[config.mk]
export PLATFORM = sky130hd
export DESIGN_NAME = i2c_read_sched
export DESIGN_NICKNAME = d
export VERILOG_FILES = /design/src/rtl/i2c_read_sched.sv
export SDC_FILE = /design/constraint.sdc
export NUM_CORES = 1
export LEC_CHECK = 0
export CORE_MARGIN = 8
export CORE_UTILIZATION = 30
export CTS_BUF_LIST = sky130_fd_sc_hd__clkbuf_8
export DETAILED_ROUTE_END_ITERATION = 10
export GPL_TIMING_DRIVEN = 1
export MAX_ROUTING_LAYER = met4
export SLEW_MARGIN = 20
export SYNTH_ARGS = -nofsm -noshare
export SYNTH_HDL_FRONTEND = slang
export SYNTH_SLANG_ARGS = --single-unit
[constraint.sdc]
create_clock -name CLK -period 2.1 [get_ports CLK]
set_clock_uncertainty 0.1 [all_clocks]
set_input_delay 0.21 -clock CLK [delete_from_list [all_inputs] [get_ports CLK]]
set_output_delay 0.21 -clock CLK [all_outputs]
set_load 0.1 [all_outputs]
[src/rtl/i2c_read_sched.sv]
// i2c_read_sched: shares one two-byte I2C read engine between two requesters, round-robin, with watchdog.
// Optional macro AUTO_POLL_EN adds a timer that requests a read for requester 0 every POLL_PERIOD cycles.
module i2c_read_sched #(
    parameter int unsigned TIMEOUT     = 1024,
    parameter int unsigned POLL_PERIOD = 50000
) (
    input  logic        CLK,
    input  logic        RST,
    input  logic [1:0]  req,
    input  logic [6:0]  addr0,
    input  logic [6:0]  addr1,
    input  logic        busy,
    input  logic [7:0]  data_rd,
    output logic        en,
    output logic [6:0]  slv_addr,
    output logic [1:0]  gnt,
    output logic [15:0] data_out,
    output logic [1:0]  valid,
    output logic [1:0]  err
);
    localparam logic [3:0] StIdle    = 4'd0;
    localparam logic [3:0] StGrant   = 4'd1;
    localparam logic [3:0] StStart   = 4'd2;
    localparam logic [3:0] StWaitMsb = 4'd3;
    localparam logic [3:0] StCapMsb  = 4'd4;
    localparam logic [3:0] StWaitB2  = 4'd5;
    localparam logic [3:0] StHold    = 4'd6;
    localparam logic [3:0] StCapLsb  = 4'd7;
    localparam logic [3:0] StErr     = 4'd8;

    localparam logic [15:0] TimeoutCnt = 16'(TIMEOUT);

    logic [3:0]  r_state, w_state_d;
    logic [1:0]  r_pend, w_pend_d, w_clr;
    logic        r_last, w_idx, w_grant;
    logic [15:0] r_wd;
    logic        w_wd_hit, w_waiting, w_poll;
    logic [7:0]  r_msb;
    logic [1:0]  r_gnt;
    logic [6:0]  r_addr;
    logic [15:0] r_data;

`ifdef AUTO_POLL_EN
    logic [31:0] r_poll;

    always_ff @(posedge CLK or posedge RST) begin
        if (RST) begin
            r_poll <= '0;
        end else if (r_poll == POLL_PERIOD - 1) begin
            r_poll <= '0;
        end else begin
            r_poll <= r_poll + 32'd1;
        end
    end

    assign w_poll = (r_poll == POLL_PERIOD - 1);
`else
    // POLL_PERIOD has no effect without the poll timer
    assign w_poll = 1'b0 & (POLL_PERIOD != 0);
`endif

    // Both pending: alternate away from the last served; otherwise take the one pending
    assign w_idx    = (&r_pend) ? ~r_last : r_pend[1];
    assign w_grant  = (r_state == StIdle) && (|r_pend);
    assign w_clr    = w_grant ? (w_idx ? 2'b10 : 2'b01) : 2'b00;
    assign w_pend_d = (r_pend & ~w_clr) | req | {1'b0, w_poll};

    assign w_wd_hit  = (r_wd == TimeoutCnt);
    assign w_waiting = (r_state == StStart) || (r_state == StWaitMsb) ||
                       (r_state == StWaitB2) || (r_state == StHold);

    always_comb begin
        w_state_d = r_state;
        case (r_state)
            StIdle:    if (|r_pend) w_state_d = StGrant;
            StGrant:   w_state_d = StStart;
            StStart:   if (w_wd_hit) w_state_d = StErr; else if (busy) w_state_d = StWaitMsb;
            StWaitMsb: if (w_wd_hit) w_state_d = StErr; else if (!busy) w_state_d = StCapMsb;
            StCapMsb:  w_state_d = StWaitB2;
            StWaitB2:  if (w_wd_hit) w_state_d = StErr; else if (busy) w_state_d = StHold;
            StHold:    if (w_wd_hit) w_state_d = StErr; else if (!busy) w_state_d = StCapLsb;
            StCapLsb:  w_state_d = StIdle;
            StErr:     w_state_d = StIdle;
            default:   w_state_d = StIdle;
        endcase
    end

    always_ff @(posedge CLK or posedge RST) begin
        if (RST) begin
            r_state <= StIdle;
            r_pend  <= '0;
            r_last  <= 1'b1;
            r_wd    <= '0;
            r_msb   <= '0;
            r_gnt   <= '0;
            r_addr  <= '0;
            r_data  <= '0;
        end else begin
            r_state <= w_state_d;
            r_pend  <= w_pend_d;
            if (w_state_d != r_state) begin
                r_wd <= '0;
            end else if (w_waiting) begin
                r_wd <= r_wd + 16'd1;
            end
            if (w_grant) begin
                r_gnt  <= w_idx ? 2'b10 : 2'b01;
                r_addr <= w_idx ? addr1 : addr0;
            end else if (r_state == StCapLsb || r_state == StErr) begin
                r_gnt  <= '0;
                r_last <= r_gnt[1];
            end
            // Bytes are taken on the edge that sees busy fall
            if (r_state == StWaitMsb && w_state_d == StCapMsb) begin
                r_msb <= data_rd;
            end
            if (r_state == StHold && w_state_d == StCapLsb) begin
                r_data <= {r_msb, data_rd};
            end
        end
    end

    assign en = (r_state == StStart) || (r_state == StWaitMsb) ||
                (r_state == StCapMsb) || (r_state == StWaitB2);
    assign slv_addr = r_addr;
    assign gnt      = r_gnt;
    assign data_out = r_data;
    assign valid    = (r_state == StCapLsb) ? r_gnt : 2'b00;
    assign err      = (r_state == StErr) ? r_gnt : 2'b00;

endmodule

; ---- Yosys cells after proc, flatten, opt, wreduce, memory -nomap -nowiden
; Index checks and enable logic that the tools add are counted.
[word_totals]
reg_bits = 56
inputBits = 27
out_inout_bits = 30
wordCells = 61
[op_classes]
n_addsub = 1
eq_ne = 12
muxes = 20
bitwise_logic = 5
n_reduce_logical = 15
[op_table]
columns = cell, n
row1 = 4-bit 2-to-1 mux, 9
row2 = 16-bit 2-to-1 mux, 2
row3 = 4-bit case mux with 7 select lines, 1
row4 = 4-bit by 3-bit equality test with 1-bit output (second input constant), 6
row5 = 16-bit by 1-bit adder with 16-bit output (second input constant), 1
row6 = 16-bit by 11-bit equality test with 1-bit output (second input constant), 1
row7 = 2-bit 2-to-1 mux, 6
row8 = 4-bit by 2-bit equality test with 1-bit output (second input constant), 2
row9 = 7-bit 2-to-1 mux, 1
row10 = 1-bit logical OR, 6
row11 = 4-bit by 1-bit equality test with 1-bit output (second input constant), 1
row12 = 4-bit equality test (second input constant), 1
row13 = 4-bit logical NOT, 1
row14 = 4-bit inequality test, 1
row15 = 2-bit AND reduction, 2
row16 = 2-bit nonzero test, 2
row17 = 1-bit logical AND, 3
row18 = 2-bit bitwise AND, 1
row19 = 1-bit NOT, 2
row20 = 2-bit NOT, 1
row21 = 2-bit OR, 1
row22 = 2-bit OR reduction, 1
row23 = 1-bit 2-to-1 mux, 1

; ---- Depth between registers and ports, before layout
; Gate-level depths: netlist (run 1).
[depth]
word_depth = 7
ltp_mapped = 8

; ---- Least setup slack after synthesis (run 1)
; OpenSTA, ideal clock, no wires.
[synth_path]
path_kind = register -> output
startpoint = register r_state[2]
endpoint = output port en
arrival_time_ns = 2.348
t_required_ns = 1.790
setup_slack_ns = -0.558
stages_incl_launch_ff = 4
path_cell_list = dfrtp_1 -> clkbuf_1 -> or2b_1 -> a21oi_1
[synth_via]
elab_chain_len = 4
word_cells_on_any_way = 7
cone_classes = 4 x eq/ne / 3 x reduce/logical
[synth_rtl]
columns = item, line
row1 = "start, declared", 33  ; logic [3:0] r_state, w_state_d;
row2 = "start signal, assigned", 90  ; r_state <= StIdle;
row3 = "start signal, assigned", 99  ; r_state <= w_state_d;
row4 = 4-bit by 2-bit equality test with 1-bit output, 123  ; assign en = (r_state == StStart) || (r_state == StWaitMsb) ||
row5 = 1-bit logical OR (2 in a row), 123
row6 = 1-bit logical OR (*), 124  ; (r_state == StCapMsb) || (r_state == StWaitB2);
row7 = "end, declared", 14  ; output logic en,
; Every way passes the cells marked *; elsewhere a longest branch is shown, timed or not.

; ---- Final worst setup path (run 1)
[layout_path]
startpoint = register r_state[1]
endpoint = output port valid[1]
[layout_via]
elab_chain_len = 2
[layout_rtl]
columns = item, line
row1 = 4-bit by 3-bit equality test with 1-bit output, 128  ; assign valid = (r_state == StCapLsb) ? r_gnt : 2'b00;
row2 = 2-bit 2-to-1 mux, 128
row3 = "end, declared", 18  ; output logic [1:0] valid,
; No other way between the ends.

==> impl_metrics.tcl, run 1 <==
set metrics [dict create \
    firstDrtPassIters 4 \
    wl_mm 6.03 \
    overflow 0 \
    slew_violations 0 \
    n_fill_cell 857 \
    cts_buffers 5 \
    vias 2013 \
    holdBufCountCts 0 \
    die_h_um 110 \
    crit_chain "buf_4 -> inv_1 -> nor3_2 -> buf_4 -> and3_2 -> buf_12" \
    clockBufferDepth 2 \
    yosysWarnings 0 \
    ff2ff_path_depth 6 \
    worstPathArrival_ns 1.71 \
    min_period_over_period_pct 96.2 \
    multi_input_comb_area_um2 1200 \
    end_kind "output port" \
    yosysUniqueCellTypes 50 \
    final_cell_mix "dfrtp_1, buf_4, nor2_1, clkdlybuf4s50_1, mux2_2" \
    cp.required_ns 1.79 \
    slew_headroom_pct 64.4 \
    drc 0 \
    globalplace.congestion 0.800 \
    crit_fanout 8 \
    grt_pass1_vias 2074 \
    area_growth_syn_to_layout_pct 35.8 \
    core-area_um2 8680 \
    drive_above_1_share_pct 34.2 \
    rr_startpoint "r_state[1]$_DFF_PP0_" \
    cts_tree "done" \
    grt_max_degree 57 \
    period_needed_ns 2.02 \
    final_util_pct 41.8 \
    worst-path-buf-inv 4 \
    drt-initial-drc-count 66 \
    final_hold_viol_count 0 \
    grt_usage_pct 10.8 \
    r2r_slack_ns 0.12 \
    final.setup.tns_ns 0 \
    setup_slack_ns 0.0797 \
    hp-class "input port to asynchronous set/reset pin" \
    ys_seq_area_share_pct 52.5 \
    ys_async_sr_fraction_pct 100 \
    grt_first_pass_wirelength_mm 10.2 \
    io_buffers 56 \
    clk_latency_ns 0.30 \
    seq_area_um2 1400 \
    synth_flop_cell "dfrtp_1" \
    path_class "register to output port" \
    die_area_um2 12200 \
    netlist_area_um2 2670 \
    path_common_cell "buf_4" \
    layout_commonest_cell "dfrtp_1" \
    diodes 0 \
    clock_sinks 56 \
    cp_slowest_cell "dfrtp_1" \
    max_freq_mhz 495 \
    synth.avg_cell_area_um2 11.4 \
    dp_hpwl_mm 4.53 \
    die_w_um 110 \
    r2r_end "r_wd[14]$_DFFE_PP0P_" \
    status "complete, no violations" \
    pre_cts_slack_ns 0.0940 \
    vias_per_cell 4.75 \
    core.rowCount 34 \
    synth-edff-count 0 \
    dpl_cell_area_um2 3500 \
    drv_cap 0 \
    critPathTopFamily "buffers and inverters" \
    final_area_um2 3630 \
    ant_nets 0 \
    root_buffer "clkbuf_8" \
    fin_nets 344 \
    crit_path_max_incr_delay_ns 0.36 \
    h-tree-depth 2 \
    setup_viol 0 \
    antenna_found_initial 0 \
    wl_per_cell_um 14.2 \
    cp-start-kind "register" \
    io_pins 57 \
    synth-seq-cells 56 \
    clk_pin_slew_ns 0.10 \
    tightest_slew_ns 0.534 \
    syn_nets 264 \
    synthCells 235 \
    initial_core_util_pct 30.8 \
]
worst max-delay path by stage:
stage	start	end	slack, ns	cells past startpoint
floorplan	r_state[2]$_DFF_PP0_	en	0.05	3
global placement	r_state[1]$_DFF_PP0_	r_wd[11]$_DFFE_PP0P_	0.15	6
detailed placement	r_wd[1]$_DFFE_PP0P_	r_wd[3]$_DFFE_PP0P_	0.09	7
CTS	r_state[0]$_DFF_PP0_	valid[1]	0.01	6
global route	r_state[1]$_DFF_PP0_	valid[1]	-0.01	6
finish	r_state[1]$_DFF_PP0_	valid[1]	0.08	6
worst register-to-register path: cells and delay by family (launching register included):
| family | cells | cell delay, ns |
|---|---|---|
| and+or+nand+nor | 3 | 0.64 |
| AOI/OAI and AO/OA | 1 | 0.46 |
| buffers and inverters | 1 | 0.15 |
| DFF | 1 | 0.39 |
| xor gates and xnor gates | 1 | 0.14 |
state kept, by name, summed over array words and instances, names as in the netlist:
| name | count |
|---|---|
| data_out | 16 |
| r_wd | 16 |
| r_pend | 2 |
| r_state | 4 |
| gnt | 2 |
| slv_addr | 7 |
| r_last | 1 |
| r_msb | 8 |
kinds of logic after synthesis:
family          after synthesis  synth area share (%)
compound gates               33                  9.41
xor+xnor                     16                  5.24
fa+ha+maj                     3                  1.31
buf+inv                      18                  3.18
flops                        56                  52.5
mux                          32                  13.2
simple gates                 77                  15.2
final cells by class:
| class | count | area share (%) |
|---|---|---|
| Clock inverter | 3 | 0.483 |
| Timing Repair Buffer | 82 | 21.2 |
| Sequential cell | 56 | 38.7 |
| Inverter | 9 | 0.931 |
| Multi-Input combinational cell | 161 | 33.1 |
| Clock buffer | 5 | 1.90 |
| Tap cell | 108 | 3.72 |
synthesized netlist by cell type, types with 3 or more instances:
| cell | number | area [µm²] |
|---|---|---|
| inv_1 | 9 | 33.8 |
| xnor2_1 | 8 | 70.1 |
| nor3_1 | 4 | 20.0 |
| nand2_1 | 9 | 33.8 |
| and3_1 | 3 | 18.8 |
| a21oi_1 | 12 | 60.1 |
| nor2_1 | 32 | 120 |
| and2_1 | 3 | 18.8 |
| nand3_1 | 6 | 30.0 |
| o21ai_0 | 4 | 20.0 |
| mux2_2 | 25 | 282 |
| dfrtp_1 | 55 | 1380 |
| mux2i_1 | 7 | 70.1 |
| nand4_1 | 6 | 37.5 |
| xor2_1 | 8 | 70.1 |
layer usage:
layer / track usage [%] / vias to the layer above / part of all wire (%)
met5: - / - / 0
li1: - / 979 / -
met3: 3.20 / 4 / 4.7
met1: 13.8 / 986 / 49
met2: 16.2 / 44 / 46
met4: 3.14 / 0 / 0.88
through the flow:
step / instances / hold slack, ns
final: 424 / 0.157
after global routing: 424 / 0.190
after CTS: 420 / 0.174
after detailed placement: 412 / 0.388
after global placement: 412 / 0.381
after floorplan: 235 / 0.202
timing repair:
item	4_1_cts	5_1_grt
setup buffers	0	4
setup endpoints to repair	2	36
pin swaps	0	2
endpoints found under the hold margin	0	0
gates resized for setup	1	2
Power of run 1 is left out: the tool's default activity adds up to more than one toggle a clock period on the data nets, which glitch-free logic cannot reach.
==> inputs of run 2 (changes only) <==
- CTS_CLUSTER_SIZE: not set -> 28
- DONT_BUFFER_PORTS: not set -> 1
==> run 2 against run 1 <==
- register-to-register slack got worse by 0.02 ns
- core utilization fell by 1.7 points
- largest cell class unchanged
- critical endpoint unchanged
- sequential share of layout area rose by 1.6 points
- cell count fell by 4.0%
- routed wire length fell by 0.91%
- die area did not move
- maximum frequency rose by 0.65%
- count of clock-buffer cells in the layout did not move
- worst hold slack got worse by 0.14 ns
- non-clock buffer count fell by 17
- first-iteration DRC count rose by 52%
- sequential cell count did not move
==> impl_metrics.tcl, run 2 (synthesis results as in run 1) <==
set metrics [dict create \
    drc 0 \
    firstDrtPassIters 4 \
    ant_nets 0 \
    area_growth_syn_to_layout_pct 30.2 \
    path_class "register to output port" \
    status "complete, no violations" \
    max_freq_mhz 498 \
    h-tree-depth 2 \
    io_pins 57 \
    drt-initial-drc-count 100 \
    antenna_found_initial 0 \
    setup_viol 0 \
    dpl_cell_area_um2 3190 \
    root_buffer "clkbuf_8" \
    cts_tree "done" \
    die_area_um2 12200 \
    die_h_um 110 \
    final_area_um2 3480 \
    slew_headroom_pct 68.2 \
    grt_max_degree 22 \
    clock_sinks 56 \
    holdPathStages 2 \
    final.setup.tns_ns 0 \
    final_hold_viol_count 0 \
    drv_cap 0 \
    core.rowCount 34 \
    rsz0062_at_grt "no" \
    cp-start-kind "register" \
    worstPathArrival_ns 1.70 \
    core-area_um2 8680 \
    grt_first_pass_wirelength_mm 10.0 \
    final_util_pct 40.1 \
    crit_fanout 9 \
    die_w_um 110 \
    slew_violations 0 \
    globalplace.congestion 0.799 \
    initial_core_util_pct 30.8 \
    vias 1918 \
    wl_mm 5.97 \
    ff2ff_path_depth 6 \
    tightest_slew_ns 0.477 \
    clk_latency_ns 0.31 \
    fin_nets 327 \
    period_needed_ns 2.01 \
    clockBufferDepth 2 \
    hp-class "input port to register" \
    grt_pass1_vias 2003 \
    wl_per_cell_um 14.7 \
    clk_pin_slew_ns 0.11 \
    overflow 0 \
    diodes 0 \
    min_period_over_period_pct 95.6 \
    vias_per_cell 4.71 \
    layout_commonest_cell "dfrtp_1" \
    end_kind "output port" \
    cp.required_ns 1.79 \
    io_buffers 0 \
    dp_hpwl_mm 4.44 \
    grt_usage_pct 10.7 \
    drive_above_1_share_pct 35.1 \
    final_cell_mix "dfrtp_1, buf_4, nor2_1, mux2_2, dlygate4sd3_1" \
    cts_buffers 5 \
]
-- run 2: cell count changes in the layout (fill, tap and decap cells not counted), moves of 2 or more --
cell             previous run  this run
dlygate4sd3_1               0        13
inv_1                       9         7
clkdlybuf4s50_1            26         0
buf_4                      49        46
buf_12                      7         5
-- run 2: worst max-delay path, cell delays in order (launching register included) --
cell        delay (ns)
dfrtp_1           0.38
buf_6             0.15
clkinvlp_4        0.13
nor3_4            0.20
buf_4             0.14
and3_2            0.20
buf_12            0.17
-- run 2: timing repair --
action / 4_1_cts / 5_1_grt
buffers inserted: 1 / 3
gates cloned: 0 / 0
setup endpoints to repair: 18 / 18
hold buffers: 13 / 0
gates resized for setup: 3 / 4
hold endpoints to repair: 38 / 0
-- run 2: layout make-up --
class / instances / area (µm²)
Fill cell: 855 / 5200
Tap cell: 108 / 135
Clock inverter: 3 / 22.5
Timing Repair Buffer: 65 / 587
Sequential cell: 56 / 1400
Clock buffer: 5 / 68.8
Multi-Input combinational cell: 161 / 1230
Inverter: 9 / 37.5
-- run 2: metal layers --
layer	share of wire, %	global-route usage [%]	routed length (µm)	vias to the layer above
met1	47	13.6	2810	915
met4	0.89	2.57	53	0
met5	0	-	0	-
met3	4.8	2.85	284	6
met2	47	16.5	2820	50
li1	-	-	-	947
-- run 2: worst paths after layout --
| check | start | endpoint | slack [ns] |
|---|---|---|---|
| setup reg to reg | r_state[1]$_DFF_PP0_ | r_wd[14]$_DFFE_PP0P_ | 0.10 |
| hold / removal | addr0[4] | slv_addr[4]$_DFFE_PP0P_ | 0.01 |
| hold reg to reg | r_msb[5]$_DFFE_PP0P_ | r_msb[5]$_DFFE_PP0P_ | 0.41 |
| max in group asynchronous | RST | r_last$_DFFE_PP1P_ | 0.99 |
| min in group asynchronous | RST | data_out[7]$_DFFE_PP0P_ | 0.24 |
| setup / recovery | r_state[1]$_DFF_PP0_ | valid[1] | 0.09 |
-- run 2: stage by stage --
stage / instances / worst slack (ns) / hold WS, ns
floorplan: 235 / 0.0536 / 0.202
global placement: 382 / 0.0885 / 0.0160
detailed placement: 382 / -0.0147 / 0.0238
CTS: 404 / 0.0342 / 0.000881
global route: 407 / 0.00359 / 0.00903
finish: 407 / 0.0928 / 0.0133
Power of run 2 is left out for the same reason.
==> inputs of run 3 (changes only) <==
- CTS_CLUSTER_SIZE: 28 -> 16
- DONT_BUFFER_PORTS: 1 -> not set
==> results of run 3 <==
No change in the layout: final DEF, timing and power equal those of run 1.
Power of run 3 is left out for the same reason.
